**src/rtl/nn_parameters.sv**
```systemverilog
// Shared network dimensions used as defaults by the layer blocks.
package nn_parameters;

  localparam int unsigned IN_SIZE_2  = 4;
  localparam int unsigned OUT_SIZE_2 = 2;

endpackage

```
**src/rtl/dense_layer_seq.sv**
```systemverilog
// Sequential dense layer: one shared 8x8 multiplier walks each neuron's weight row,
// then emits the accumulator clamped to 0..127.
module dense_layer_seq #(
  parameter int unsigned IN_SIZE  = nn_parameters::IN_SIZE_2,
  parameter int unsigned OUT_SIZE = nn_parameters::OUT_SIZE_2
) (
  input  logic                                              clk,
  input  logic                                              rst,
  input  logic                                              start,
  input  logic                                              abort,
  output logic [$clog2(IN_SIZE)-1:0]                        in_addr,
  input  logic signed [7:0]                                 in_data,
  output logic [$clog2(OUT_SIZE*IN_SIZE)-1:0]               w_addr,
  input  logic signed [7:0]                                 w_data,
  output logic [((OUT_SIZE > 1) ? $clog2(OUT_SIZE) : 1)-1:0] b_addr,
  input  logic signed [7:0]                                 b_data,
  output logic                                              out_valid,
  output logic [((OUT_SIZE > 1) ? $clog2(OUT_SIZE) : 1)-1:0] out_idx,
  output logic signed [7:0]                                 out_data,
  output logic                                              busy,
  output logic                                              done
);

  localparam int unsigned IW = $clog2(IN_SIZE);
  localparam int unsigned OW = (OUT_SIZE > 1) ? $clog2(OUT_SIZE) : 1;
  localparam int unsigned WW = $clog2(OUT_SIZE * IN_SIZE);
  localparam int unsigned AW = 24;

  localparam logic [IW-1:0] JLAST = IW'(IN_SIZE - 1);
  localparam logic [OW-1:0] ILAST = OW'(OUT_SIZE - 1);

  typedef enum logic [2:0] {IDLE, BIAS, MAC, DRAIN, EMIT, DONE} state_t;

  state_t               state, state_n;
  logic [OW-1:0]        i, i_n;
  logic [IW-1:0]        j, j_n;
  logic signed [AW-1:0] acc, acc_n, acc_sum;
  logic signed [15:0]   prod;

  logic [IW-1:0]        in_addr_n;
  logic [WW-1:0]        w_addr_n;
  logic [OW-1:0]        b_addr_n, out_idx_n;
  logic signed [7:0]    out_data_n;
  logic                 out_valid_n, busy_n, done_n;

  function automatic logic signed [7:0] clamp8(input logic signed [AW-1:0] a);
    if (a < 0)                  return 8'sd0;
    else if (a > AW'(sd127())) return 8'sd127;
    else                        return a[7:0];
  endfunction

  function automatic logic signed [AW-1:0] sd127();
    return AW'(127);
  endfunction

  // Memory data lags the address by one cycle, so this is always the previous element's product.
  assign prod    = 16'(in_data) * 16'(w_data);
  assign acc_sum = acc + AW'(prod);

  always_comb begin
    state_n     = state;
    i_n         = i;
    j_n         = j;
    acc_n       = acc;
    out_idx_n   = out_idx;
    out_data_n  = out_data;
    in_addr_n   = '0;
    w_addr_n    = '0;
    b_addr_n    = '0;
    out_valid_n = 1'b0;
    busy_n      = 1'b0;
    done_n      = 1'b0;

    case (state)
      IDLE: begin
        j_n = '0;
        if (start && !abort) begin
          state_n = BIAS;
          i_n     = '0;
        end
      end
      BIAS: begin
        state_n = MAC;
        j_n     = '0;
      end
      MAC: begin
        acc_n = (j == '0) ? AW'(b_data) : acc_sum;
        if (j == JLAST) state_n = DRAIN;
        else            j_n     = j + 1'b1;
      end
      DRAIN: begin
        acc_n   = acc_sum;
        state_n = EMIT;
      end
      EMIT: begin
        if (i == ILAST) begin
          state_n = DONE;
        end else begin
          state_n = BIAS;
          i_n     = i + 1'b1;
        end
      end
      DONE:    state_n = IDLE;
      default: state_n = IDLE;
    endcase

    if (abort && state != IDLE) state_n = IDLE;

    // Outputs are registered, so decode them from the state being entered.
    busy_n      = (state_n != IDLE);
    out_valid_n = (state_n == EMIT);
    done_n      = (state_n == DONE);
    case (state_n)
      BIAS: b_addr_n = i_n;
      MAC: begin
        in_addr_n = j_n;
        w_addr_n  = WW'(32'(i_n) * IN_SIZE + 32'(j_n));
      end
      EMIT: begin
        out_idx_n  = i_n;
        out_data_n = clamp8(acc_n);
      end
      default: ;
    endcase
  end

  always_ff @(posedge clk) begin
    if (rst) begin
      state     <= IDLE;
      i         <= '0;
      j         <= '0;
      acc       <= '0;
      in_addr   <= '0;
      w_addr    <= '0;
      b_addr    <= '0;
      out_valid <= 1'b0;
      out_idx   <= '0;
      out_data  <= '0;
      busy      <= 1'b0;
      done      <= 1'b0;
    end else begin
      state     <= state_n;
      i         <= i_n;
      j         <= j_n;
      acc       <= acc_n;
      in_addr   <= in_addr_n;
      w_addr    <= w_addr_n;
      b_addr    <= b_addr_n;
      out_valid <= out_valid_n;
      out_idx   <= out_idx_n;
      out_data  <= out_data_n;
      busy      <= busy_n;
      done      <= done_n;
    end
  end

endmodule
```
**config.mk**
```make
export PLATFORM = sky130hd
export DESIGN_NAME = dense_layer_seq
export DESIGN_NICKNAME = d
export VERILOG_FILES = /design/src/rtl/nn_parameters.sv /design/src/rtl/dense_layer_seq.sv
export SDC_FILE = /design/constraint.sdc
export NUM_CORES = 1
export LEC_CHECK = 0
export BUFFER_PORTS_ARGS = -buffer_cell sky130_fd_sc_hd__buf_2
export CORE_MARGIN = 4
export CORE_UTILIZATION = 40
export CTS_CLUSTER_SIZE = 25
export DETAILED_ROUTE_END_ITERATION = 8
export PLACE_DENSITY = 0.56
export SETUP_SLACK_MARGIN = 0.5
export SLEW_MARGIN = 20
export SYNTH_ARGS = -nofsm -noshare
export SYNTH_HDL_FRONTEND = slang
export SYNTH_SLANG_ARGS = --single-unit
```
**constraint.sdc**
```tcl
create_clock -name clk -period 9.2 [get_ports clk]
set_input_delay 0.46 -clock clk [delete_from_list [all_inputs] [get_ports clk]]
set_output_delay 0.46 -clock clk [all_outputs]
set_load 0.02 [all_outputs]
```
==> key figures <==
Status
  • Status: finished clean

Drt
  • Pre-antenna DRT Iters: 5
  • Routed len/inst: 15.8 um
  • Routed WL: 13900 um
  • Via count: 4637
  • Post-route ant nets: 0
  • Vias per inst: 5.28
  • 1st-iter DRT viols: 303
  • Residual DRC count: 0

Yosys
  • Share of the yosys chip area belonging to registers: 0.151
  • Yosys warnings: 0
  • Most area-consuming cells after synthesis: fa_1 34%, dfxtp_1 15%, ha_1 11%, inv_1 5.7%, and2_1 3.9%
  • Post-synth top flop: dfxtp_1
  • Post-Syn Instances: 656
  • Post-synth EDFFs: 0
  • Post-Syn Area: 0.00612 sq mm
  • Yosys cell types: 62
  • Avg Cell Area, Syn: 9.33 sq um
  • Top-area cell type share of the netlist area: 0.340
  • Yosys top cell by area: fa_1
  • Count leader, synth: fa_1
  • Seq cells post-synth: 46
  • Commonest cells post-synth: 104 x fa_1, 93 x inv_1, 57 x nor2_1
  • Syn nets: 842
  • Synth async-reset ratio: 0

Worst setup path
  • CP Capture Type: flip-flop
  • Critical Path Fanout Max: 16
  • Critical path endpoint: out_data[4]
  • Worst Setup SP: w_data[1]
  • R2R setup slack: 3.27 ns
  • RR Startpoint: acc[6]
  • Startpoint Class: primary input
  • Critical path arrival: 6.64 ns
  • Worst setup path category: in -> reg
  • Reg2reg path depth: 20
  • FF-to-FF End: out_data[4]
  • Worst EP required: 9.36 ns

Clocking
  • Post-CTS Setup Inserts: 0
  • CTS tree: yes
  • Hold Buf Count CTS: 0
  • Deepest clock path buffer count: 2
  • Clk pin slew, worst setup/hold paths: 0.06 ns
  • CTS resizes: 0
  • Clock Sinks: 46
  • Num CTS Buffers: 5
  • Clock latency on the worst-skew pair: 0.29 ns
  • Root Driver: clkbuf_16
  • CTS H-tree depth: 2

Worst hold path
  • Min-delay worst type: in -> reg

Die
  • Die W: 132 um
  • Starting Density: 0.415
  • Die footprint: 0.0173 sq mm
  • Row count: 44
  • Core ar.: 0.0148 sq mm
  • # IOs: 46
  • Die H: 132 um

GRT
  • Largest net degree at the start of global routing: 34
  • Gr usage total: 0.170
  • Initial antenna violation count: 0
  • Wire length of the first global-routing pass: 25100 um
  • GR Overflow Total: 0
  • Number of global-route vias before repair: 5008

Placed design
  • Routability cong.: 0.894
  • I/O Buffers: 45
  • DP Worst Slack: 2.04 ns
  • Final HPWL DP: 11800 um
  • DP Cell Count: 870

Timing
  • Worst Max-Slew Pin Slew: 0.917 ns
  • Final WS setup: 2.72 ns
  • RSZ-0062 raised after global routing: no
  • Fin crit period: 6.48 ns
  • Slew margin rel.: 0.389
  • Maximum clock frequency: 0.154 GHz
  • Finish-stage setup viols: 0
  • Final slew viol count: 0
  • Skew final: 0.00664 ns
  • Final Hold Fails: 0
  • Post-Route Setup TNS: 0 ns
  • Period utilisation layout: 0.704

Power
  • Peak VDD IR: 0.236 mV
  • Cell Pwr Density: 294 mW/mm^2
  • Static Leak: 0.00326 uW

Final layout
  • Synthesis-to-finish area growth: 9.04%
  • Post-layout util: 0.452
  • Final nets: 879
  • Share of post-route cells with drive strength above 1: 0.0994
  • ANT cells: 0
  • Fillers: 1437
  • Finished Layout Cells: 878

Flow run
  • Max Cap Viol: 0
==> cells by family (layout without fill, tap and decap cells) <==
group	Yosys count	after routing	share of synthesized area
AO/OA/AOI/OAI	127	127	0.142
XOR/XNOR	17	17	0.0266
adder cells (fa/ha/maj)	158	158	0.451
buffers and inverters	112	150	0.0712
flip-flops	46	46	0.151
multiplexers	1	1	0.00164
AND/OR/NAND/NOR	195	195	0.157
==> sequential cells by signal (all words and copies together) (netlist names) <==
register,cells
j,2
w_addr,2
out_valid,1
in_addr,1
state,3
i,1
out_data,8
b_addr,1
busy,1
acc,24
out_idx,1
done,1
==> area by class of cell <==
type	instances	area, sq um	share of cell area
Clock inverter	1	8.76	0.00131
Multi-Input combinational cell	498	4770	0.715
Inverter	94	353	0.0529
Timing Repair Buffer	48	248	0.0371
Tap cell	184	230	0.0345
Clock buffer	7	143	0.0214
Sequential cell	46	921	0.138
==> worst min path at each step <==
stage	slack (ns)	start	depth (start not counted)	to
finish	0.43	abort	2	state[1]
global route	0.44	abort	2	state[1]
CTS	0.41	abort	2	state[1]
detailed placement	0.45	out_data[7]	1	out_data[7]
global placement	0.44	out_data[7]	1	out_data[7]
floorplan	0.45	acc[23]	2	acc[23]
==> routing by layer <==
metal  GRT usage  routed length, um
met2       0.285               6710
met1       0.239               6410
met4      0.0356                169
met3      0.0203                561
met5           0                  0
==> worst max-delay path, cell delays in order <==
cell and delay (ns):
buf_2 0.17, and2_1 0.75, fa_1 0.59, fa_1 0.54
fa_1 0.46, fa_1 0.50, ha_1 0.31, ha_1 0.36
a21oi_1 0.21, nor2_1 0.09, or4b_4 0.56, a31o_4 0.27
a2111oi_4 0.33, o21ai_1 0.14, nor3_1 0.19, nand4_1 0.20
nor3b_4 0.39, o21ai_1 0.09
==> where the power goes <==
part	total, uW	leakage [uW]	internal (uW)	switching [uW]
Combinational	1570	0.00281	659	908
Sequential	209	0.000371	204	5.36
Clock	186	0.0000745	109	76.6
Total	1960	0.00326	972	990
==> stage by stage <==
step           total power, uW  hold WS, ns  cell area (sq um)
2_1_floorplan             1450        0.449               6120
3_3_place_gp              1750        0.439               6520
6_report                  1960        0.425               6670
3_5_place_dp              1760        0.448               6520
4_1_cts                   1970        0.415               6670
5_1_grt                   2190        0.439               6670
==> layout by cell type, fill, tap and decap left out, types with 3 or more instances in the layout <==
master,instances
a211oi_1,4
a21o_1,9
a21oi_1,40
a221oi_1,4
a311oi_1,3
a31oi_1,3
and2_1,37
and3_1,3
buf_2,45
buf_4,3
clkbuf_16,5
dfxtp_1,46
fa_1,104
ha_1,54
inv_1,93
nand2_1,53
nand2b_1,3
nand3_1,4
nand3b_1,3
nand4_1,4
nor2_1,57
nor2b_1,8
nor3_1,7
o211ai_1,6
o21a_1,3
o21ai_0,18
o21ai_1,8
or3_1,6
xnor2_1,11
xor2_1,5
(Power assumes the default switching activity.)
